===== src/rtl/fir_filter_multichannel_tdm.sv =====
// Time-multiplexed multichannel FIR filter: one shared MAC and per-channel circular delay lines in one RAM.
// Optional macro FIR_TDM_SATURATE_EN: clamp the narrowed output instead of two's-complement wrap.
module fir_filter_multichannel_tdm #(
  parameter int DATA_WIDTH   = 24,
  parameter int COEF_WIDTH   = 18,
  parameter int FIR_DEPTH    = 16,
  parameter int NUM_CHANNELS = 2,
  parameter int OUT_SHIFT    = 0,
  localparam int AW          = $clog2(FIR_DEPTH),
  localparam int CW          = (NUM_CHANNELS > 1) ? $clog2(NUM_CHANNELS) : 1,
  localparam int ACC_WIDTH   = DATA_WIDTH + COEF_WIDTH + $clog2(FIR_DEPTH)
) (
  input  logic                  i_clk,
  input  logic                  i_rst,
  input  logic [DATA_WIDTH-1:0] iv_din,
  input  logic [CW-1:0]         iv_din_ch,
  input  logic                  i_din_valid,
  output logic                  o_din_ready,
  input  logic                  i_coef_we,
  input  logic [AW-1:0]         iv_coef_addr,
  input  logic [COEF_WIDTH-1:0] iv_coef_data,
  output logic                  o_coef_ready,
  output logic [DATA_WIDTH-1:0] ov_dout,
  output logic [CW-1:0]         ov_dout_ch,
  output logic                  o_dout_valid,
  input  logic                  i_dout_ready
);

  localparam logic [2:0] S_CLEAR  = 3'd0;
  localparam logic [2:0] S_IDLE   = 3'd1;
  localparam logic [2:0] S_WRITE  = 3'd2;
  localparam logic [2:0] S_MAC    = 3'd3;
  localparam logic [2:0] S_DRAIN  = 3'd4;
  localparam logic [2:0] S_ROUND  = 3'd5;
  localparam logic [2:0] S_OUTPUT = 3'd6;

  localparam int RW        = CW + AW;
  localparam int RAM_DEPTH = NUM_CHANNELS * FIR_DEPTH;
  localparam int PW        = DATA_WIDTH + COEF_WIDTH;
  localparam int RB        = (OUT_SHIFT > 0) ? OUT_SHIFT - 1 : 0;

  localparam logic signed [ACC_WIDTH:0] RND_BIAS =
    (OUT_SHIFT > 0) ? ({{ACC_WIDTH{1'b0}}, 1'b1} << RB) : {(ACC_WIDTH+1){1'b0}};
  localparam logic signed [ACC_WIDTH:0] MAX_OUT =
    {{(ACC_WIDTH-DATA_WIDTH+2){1'b0}}, {(DATA_WIDTH-1){1'b1}}};
  localparam logic signed [ACC_WIDTH:0] MIN_OUT =
    {{(ACC_WIDTH-DATA_WIDTH+2){1'b1}}, {(DATA_WIDTH-1){1'b0}}};

  logic [2:0]                   state;
  logic [2:0]                   next_state;
  logic [RW-1:0]                clr_cnt;
  logic [AW-1:0]                wr_ptr [0:(1<<CW)-1];
  logic [AW-1:0]                mac_cnt;
  logic                         drain_cnt;
  logic                         round_ph;
  logic [DATA_WIDTH-1:0]        smp;
  logic [CW-1:0]                smp_ch;

  logic [DATA_WIDTH-1:0]        dly_mem [0:(1<<RW)-1];
  logic [COEF_WIDTH-1:0]        coef_mem [0:FIR_DEPTH-1];
  logic signed [DATA_WIDTH-1:0] rd_data;
  logic signed [COEF_WIDTH-1:0] coef_q;
  logic                         rd_vld;
  logic signed [PW-1:0]         prod;
  logic                         prod_vld;
  logic signed [ACC_WIDTH-1:0]  acc;
  logic signed [ACC_WIDTH:0]    acc_ext;
  logic signed [ACC_WIDTH:0]    shifted;
  logic [DATA_WIDTH-1:0]        narrowed;

  logic                         din_accept;
  logic                         coef_wr;
  logic                         ch_in_range;
  logic                         last_clr;
  logic [AW-1:0]                cur_ptr;
  logic [AW-1:0]                new_ptr;
  logic [RW-1:0]                rd_addr;

  assign din_accept  = i_din_valid && o_din_ready;
  assign coef_wr     = i_coef_we && o_coef_ready;
  assign ch_in_range = (int'(iv_din_ch) < NUM_CHANNELS);
  assign last_clr    = (clr_cnt == RW'(RAM_DEPTH - 1));
  assign cur_ptr     = wr_ptr[smp_ch];
  assign new_ptr     = cur_ptr - AW'(1);
  assign rd_addr     = {smp_ch, cur_ptr + mac_cnt};
  assign acc_ext     = {acc[ACC_WIDTH-1], acc};

  // Next-state decode for the sequencing FSM
  always_comb begin
    next_state = state;
    case (state)
      S_CLEAR:  next_state = last_clr ? S_IDLE : S_CLEAR;
      S_IDLE: begin
        if (din_accept && ch_in_range) begin
          next_state = S_WRITE;
        end else begin
          next_state = S_IDLE;
        end
      end
      S_WRITE:  next_state = S_MAC;
      S_MAC:    next_state = (mac_cnt == AW'(FIR_DEPTH - 1)) ? S_DRAIN : S_MAC;
      S_DRAIN:  next_state = drain_cnt ? S_ROUND : S_DRAIN;
      S_ROUND:  next_state = round_ph ? S_OUTPUT : S_ROUND;
      S_OUTPUT: next_state = i_dout_ready ? S_IDLE : S_OUTPUT;
      default:  next_state = S_CLEAR;
    endcase
  end

  // Narrowing of the rounded, shifted accumulator to the output width
  always_comb begin
    narrowed = shifted[DATA_WIDTH-1:0];
`ifdef FIR_TDM_SATURATE_EN
    if (shifted > MAX_OUT) begin
      narrowed = MAX_OUT[DATA_WIDTH-1:0];
    end else if (shifted < MIN_OUT) begin
      narrowed = MIN_OUT[DATA_WIDTH-1:0];
    end else begin
      narrowed = shifted[DATA_WIDTH-1:0];
    end
`else
    narrowed = shifted[DATA_WIDTH-1:0];
`endif
  end

  // FSM state, counters, pointers and registered handshake/output signals
  always_ff @(posedge i_clk or posedge i_rst) begin
    if (i_rst) begin
      state        <= S_CLEAR;
      clr_cnt      <= '0;
      mac_cnt      <= '0;
      drain_cnt    <= 1'b0;
      round_ph     <= 1'b0;
      smp          <= '0;
      smp_ch       <= '0;
      shifted      <= '0;
      ov_dout      <= '0;
      ov_dout_ch   <= '0;
      o_dout_valid <= 1'b0;
      o_din_ready  <= 1'b0;
      o_coef_ready <= 1'b0;
      for (int i = 0; i < (1 << CW); i++) begin
        wr_ptr[i] <= '0;
      end
    end else begin
      state        <= next_state;
      o_din_ready  <= (next_state == S_IDLE);
      o_coef_ready <= (next_state == S_IDLE) || (next_state == S_CLEAR);
      case (state)
        S_CLEAR: clr_cnt <= last_clr ? '0 : clr_cnt + RW'(1);
        S_IDLE: begin
          if (din_accept) begin
            smp    <= iv_din;
            smp_ch <= iv_din_ch;
          end
        end
        S_WRITE: begin
          wr_ptr[smp_ch] <= new_ptr;
          mac_cnt        <= '0;
        end
        S_MAC:   mac_cnt <= mac_cnt + AW'(1);
        S_DRAIN: drain_cnt <= ~drain_cnt;
        S_ROUND: begin
          round_ph <= ~round_ph;
          // Phase 0 rounds and shifts; phase 1 narrows into the output register
          if (!round_ph) begin
            shifted <= (acc_ext + RND_BIAS) >>> OUT_SHIFT;
          end else begin
            ov_dout      <= narrowed;
            ov_dout_ch   <= smp_ch;
            o_dout_valid <= 1'b1;
          end
        end
        S_OUTPUT: begin
          if (i_dout_ready) begin
            o_dout_valid <= 1'b0;
          end
        end
        default: ;
      endcase
    end
  end

  // MAC pipeline: read-valid, registered product, full-precision accumulate
  always_ff @(posedge i_clk or posedge i_rst) begin
    if (i_rst) begin
      rd_vld   <= 1'b0;
      prod_vld <= 1'b0;
      prod     <= '0;
      acc      <= '0;
    end else begin
      rd_vld   <= (state == S_MAC);
      prod_vld <= rd_vld;
      prod     <= rd_data * coef_q;
      if (state == S_WRITE) begin
        acc <= '0;
      end else if (prod_vld) begin
        acc <= acc + {{(ACC_WIDTH-PW){prod[PW-1]}}, prod};
      end
    end
  end

  // Delay-line RAM: clear sweep, newest-sample write, one-cycle read
  always_ff @(posedge i_clk) begin
    if (state == S_CLEAR) begin
      dly_mem[clr_cnt] <= '0;
    end else if (state == S_WRITE) begin
      dly_mem[{smp_ch, new_ptr}] <= smp;
    end
    rd_data <= dly_mem[rd_addr];
  end

  // Coefficient RAM survives reset; read alongside the delay line
  always_ff @(posedge i_clk) begin
    if (coef_wr) begin
      coef_mem[iv_coef_addr] <= iv_coef_data;
    end
    coef_q <= coef_mem[mac_cnt];
  end

endmodule


===== config.mk =====
export PLATFORM = sky130hd
export DESIGN_NAME = fir_filter_multichannel_tdm
export DESIGN_NICKNAME = d
export VERILOG_FILES = /design/src/rtl/fir_filter_multichannel_tdm.sv
export SDC_FILE = /design/constraint.sdc
export NUM_CORES = 2
export LEC_CHECK = 0
export ABC_AREA = 1
export BUFFER_PORTS_ARGS = -buffer_cell sky130_fd_sc_hd__buf_2
export CORE_UTILIZATION = 57
export CTS_CLUSTER_DIAMETER = 150
export DETAILED_ROUTE_END_ITERATION = 8
export HOLD_SLACK_MARGIN = 0.03
export PLACE_DENSITY = 0.72
export SKIP_CTS_REPAIR_TIMING = 1
export SYNTH_ARGS = -nofsm -noshare
export SYNTH_HDL_FRONTEND = slang
export SYNTH_SLANG_ARGS = --single-unit

===== constraint.sdc =====
create_clock -name i_clk -period 5.38 [get_ports i_clk]
set_input_delay 0.807 -clock i_clk [delete_from_list [all_inputs] [get_ports i_clk]]
set_output_delay 0.807 -clock i_clk [all_outputs]
set_load 0.02 [all_outputs]

Word level (Yosys, flattened, before mapping)

Memory sizes are Yosys's and may differ from the RTL's. A register that Yosys moved wholly into a read port is not among the register bits.
Index checks and enable logic that the tools add are counted.

Bits in registers: 189
Bits in writable memories: 1056
Input bits: 52
Output and inout port bits: 28
Word-level logic and storage cells: 87
Memories kept: 2

Memories:

| name     | depth | bits a word | rd ports | clocked after Yosys merged registers in | wr ports | line | source |
|---|---|---|---|---|---|---|---|
| dly_mem  | 32    | 24          | 1        | 1                                       | 1        | 59   | `logic [DATA_WIDTH-1:0] dly_mem [0:(1<<RW)-1];` |
| coef_mem | 16    | 18          | 1        | 1                                       | 1        | 60   | `logic [COEF_WIDTH-1:0] coef_mem [0:FIR_DEPTH-1];` |

$add $sub $neg: 5
Multiply operators: 1
$lt $le $gt $ge: 2
Eq/ne operators: 11
Multiplexer cells: 30
Bitwise operators: 3
Reductions and logical operators: 14

Operators by type and width:

| cell                                           | number |
|---|---|
| 2-to-1 mux 46 bit                              | 2 |
| adder 46 bit                                   | 1 |
| multiplier 24 x 18 -> 42 bit                   | 1 |
| 2-to-1 mux 24 bit                              | 1 |
| OR reduction 24 bit                            | 1 |
| case mux 3 bit (7 select lines)                | 1 |
| 2-to-1 mux 4 bit                               | 4 |
| 2-to-1 mux 1 bit                               | 12 |
| 2-to-1 mux 5 bit                               | 2 |
| == test 3 bit (second input constant)          | 3 |
| bitwise mux 8 bit                              | 1 |
| case mux 4 bit (2 select lines)                | 1 |
| == test 3 x 1 -> 1 bit (second input constant) | 2 |
| == test 3 x 2 -> 1 bit (second input constant) | 2 |
| logical NOT 3 bit                              | 2 |
| 2-to-1 mux 3 bit                               | 2 |
| AND reduction 2 bit                            | 3 |
| nonzero test 2 bit                             | 3 |
| adder 5 x 1 -> 5 bit (second input constant)   | 1 |
| == test 5 bit (second input constant)          | 1 |
| adder 4 x 1 -> 4 bit (second input constant)   | 1 |
| adder 4 bit                                    | 1 |
| demux 4 bit (select 1 bit)                     | 1 |
| == test 4 bit (second input constant)          | 1 |
| other kinds (11)                               | 16 |

Longest topological paths before layout

Depth in word-level cells: 6
Gate-level depth with buffers: 28
Mapped depth without buffers: 26

Worst setup path after synthesis

OpenSTA, ideal clock, no wires.

Kind: reg2reg
Start point: register rd_data[7] (read register of dly_mem)
End point: register prod[23]
Setup time: 117 ps
Arrival: 5127 ps
Required time: 5263 ps
Setup slack: 135 ps
Stages on the path, launching flop included: 24
Buffers on the path: 2
Clock period less this slack: 5245 ps
Cell sequence: dfxtp_1 -> clkbuf_1 -> buf_1 -> nand2_1 -> fa_1 -> inv_1 -> fa_1 -> inv_1 -> fa_1 -> inv_1 -> fa_1 -> fa_1 -> inv_1 -> fa_1 -> inv_1 -> ha_1 -> a21oi_1 -> o21ai_0 -> a21oi_1 -> nand2_1 -> nor2_1 -> inv_1 -> nand3_1 -> nand2_1

Cells in the longest elaborated chain, start to end: 1

RTL lines:

| item                         | line | source |
|---|---|---|
| from (decl)                  | 61   | `logic signed [DATA_WIDTH-1:0] rd_data;` |
| multiplier 24 x 18 -> 42 bit | 193  | `prod <= rd_data * coef_q;` |
| to (signal assigned)         | 193  |  |
| to (decl)                    | 64   | `logic signed [PW-1:0] prod;` |

No other way between the ends.
A chain may end at the register's enable or synchronous reset.

Final worst setup path

Start point: register coef_q[6] (read register of coef_mem)
End point: register prod[19]

Cells in the longest elaborated chain, start to end: 1

RTL lines:

| item                         | line | source |
|---|---|---|
| from (decl)                  | 62   | `logic signed [COEF_WIDTH-1:0] coef_q;` |
| multiplier 24 x 18 -> 42 bit | 193  |  |

No other way between the ends.

==> flow_metrics.py <==
metrics = {
    "synth": {
        "synth_seq_cells": 1247,
        "yosysWarnings": 0,
        "yosys.area.top_type": "edfxtp_1",
        "synthCells": 4859,
        "synth_area_leaders": "edfxtp_1, fa_1, dfrtp_1",
        "syn_nets": 5226,
        "synth_area_per_cell_um2": 12.1,
        "syn-cell-area_um2": 58700,
        "synth.top_cell.area_share": 0.540,
        "yosysSeqAreaShare": 0.618,
        "ys_types": 42,
    },
    "drt": {
        "wirelength_um": 141000,
        "drc_errors": 0,
        "antenna_left": 0,
        "first_pass_iters": 6,
        "via_per_inst": 5.86,
        "drt-initial-drc-count": 4390,
        "num_vias": 37500,
        "post_drt_wl_per_cell_um": 22.0,
    },
    "worst_setup_path": {
        "slowest_stage": "fa_1",
        "max_stage_delay_ns": 0.54,
        "worstPathRequired_ns": 6.04,
        "r2r-end": "prod[19]",
        "path_cells": "buf_12 > nand2_1 > inv_1 > fa_1 > inv_1 > fa_1 > fa_1 > inv_1 > fa_1 > fa_1 > inv_1 > fa_1 > inv_1 > ha_4 > nand2_1 > nor2_2 > nand2_2 > o211ai_1 > nand2_1 > nand2_2 > nand2_1 > nand2_1 > xor2_1",
        "path_delay_family": "adder cells",
        "critPathBufInv": 6,
        "critPathArrivalTime_ns": 5.87,
        "r2r_slack_ns": 0.17,
        "r2r-start": "coef_q[6]",
        "startpoint_type": "register",
        "cp_common_cell": "fa_1",
        "worst_setup_path_end_kind": "register",
        "crit_fanout": 18,
        "r2r_cells": 23,
        "worst-setup-path-type": "reg2reg",
    },
    "floorplan": {
        "initial_core_util": 0.576,
        "chipWidth_um": 323,
        "dieArea_um2": 104000,
        "io_pins": 80,
        "coreArea_um2": 102000,
        "row_count": 117,
        "die_h_um": 323,
    },
    "grt": {
        "first_global_vias": 36500,
        "grt_usage": 0.273,
        "grt_max_degree": 221,
        "antenna_found_initial": 8,
        "grt_pass1_wl_um": 215000,
        "overflow": 0,
    },
    "sta": {
        "tightest_slew_ns": 1.34,
        "timing.final.crit_share": 0.969,
        "max_slew_margin": 0.103,
        "slew_violations": 0,
        "min_period_ns": 5.21,
        "setup_violations": 0,
        "fmax_ghz": 0.192,
        "clock-skew-final_ns": 0.0633,
        "finalHoldViolCount": 0,
        "tns_ns": 0,
    },
    "clock_network": {
        "clk_pin_slew_ns": 0.06,
        "cts_inserted_buffers": 121,
        "cts_tree": "done",
        "cts-root-buf": "clkbuf_16",
        "clkLatencyLatePin_ns": 0.74,
        "cts_sinks": 1247,
        "h-tree-depth": 3,
        "clk_path_buf_depth": 3,
    },
    "place": {
        "place.gp.congestion": 0.922,
        "port_buffers": 79,
        "hpwl_um": 85900,
    },
    "final_layout": {
        "layout-drive-gt1-share": 0.108,
        "area_growth_pct": 11.1,
        "final_cell_mix": "edfxtp_1, nand2_1, inv_1",
        "nNetsFinal": 5289,
        "fillCellCount": 7568,
        "final_common_cell": "edfxtp_1",
        "utilization": 0.640,
    },
    "worst_hold_path": {
        "hold_class": "in2async",
    },
    "outcome": {
        "status": "finished clean",
    },
    "flow_run": {
        "maxCapViolCount": 0,
    },
}
==> kinds of logic (layout without fill, tap and decap cells) <==
family | after synthesis | in the layout | share of synthesized area
adders and majority gates | 315 | 315 | 0.0937
AOI/OAI and AO/OA | 896 | 896 | 0.0930
buffers and inverters | 888 | 1059 | 0.0610
and+or+nand+nor | 1201 | 1201 | 0.0805
DFF | 1247 | 1247 | 0.618
muxes | 285 | 285 | 0.0491
xor gates and xnor gates | 27 | 27 | 0.00441
other | 0 | 5 | 0
==> registers in the layout, summed over array words and instances, names as in the netlist, 4 cells and up <==
name / flops
dly_mem: 768
coef_mem: 288
acc: 24
ov_dout: 24
prod: 24
rd_data: 24
shifted: 24
smp: 24
coef_q: 18
wr_ptr: 8
clr_cnt: 5
mac_cnt: 4
==> metrics by stage <==
| step | setup WS [ns] | std cells | cell area (um2) | hold slack (ns) |
|---|---|---|---|---|
| after floorplan | 0.135 | 4859 | 58700 | 0.331 |
| after global placement | 0.0904 | 6164 | 61100 | 0.445 |
| after detailed placement | 0.00695 | 6164 | 61100 | 0.440 |
| after CTS | 0.00913 | 6395 | 65000 | 0.161 |
| after global routing | -0.0498 | 6399 | 65200 | 0.208 |
| final | 0.169 | 6403 | 65200 | 0.178 |
==> synthesized netlist by cell type, drive strengths merged <==
cell / n
edfxtp: 1056
nand2: 715
inv: 621
o21ai: 464
nor2: 343
mux2i: 264
fa: 207
o221ai: 193
clkbuf: 168
dfrtp: 149
a21oi: 135
ha: 108
nand3: 108
buf: 99
o211ai: 74
dfxtp: 42
mux2: 21
xor2: 20
nor3: 16
o22ai: 10
nand4: 7
xnor2: 7
a21o: 6
or2: 5
nand3b: 4
o21bai: 4
a31o: 3
a31oi: 3
a21boi: 2
nor4: 2
and2: 1
o31ai: 1
o32ai: 1
==> metal layers <==
layer	up-vias	track usage	routed length, um	share of wire
met4	8	0.0852	4510	0.032
li1	17000	-	-	-
met5	-	0	45	0.00032
met2	1590	0.436	66100	0.47
met3	271	0.0386	11300	0.080
met1	18600	0.390	58700	0.42
==> how the worst max path moves through the flow <==
stage	startpoint	end	slack, ns	cells after the start
2_1_floorplan	rd_data[7]	prod[23]	0.14	23
3_3_place_gp	coef_q[3]	prod[19]	0.09	22
3_5_place_dp	coef_q[3]	prod[19]	0.007	20
4_1_cts	coef_q[3]	prod[19]	0.009	20
5_1_grt	coef_q[3]	prod[19]	-0.05	22
6_report	coef_q[6]	prod[19]	0.17	23
==> area by class of cell <==
class | instances | area [um2] | share of cell area
Antenna cell | 5 | 12.5 | 0.000192
Clock buffer | 163 | 3380 | 0.0519
Clock inverter | 68 | 577 | 0.00885
Inverter | 621 | 2340 | 0.0359
Multi-Input combinational cell | 2724 | 19300 | 0.296
Sequential cell | 1247 | 36300 | 0.557
Tap cell | 1368 | 1710 | 0.0263
Timing Repair Buffer | 207 | 1570 | 0.0241
Power is not shown: default switching activity piles up to over one toggle a cycle in this logic, so the estimate is an artifact.
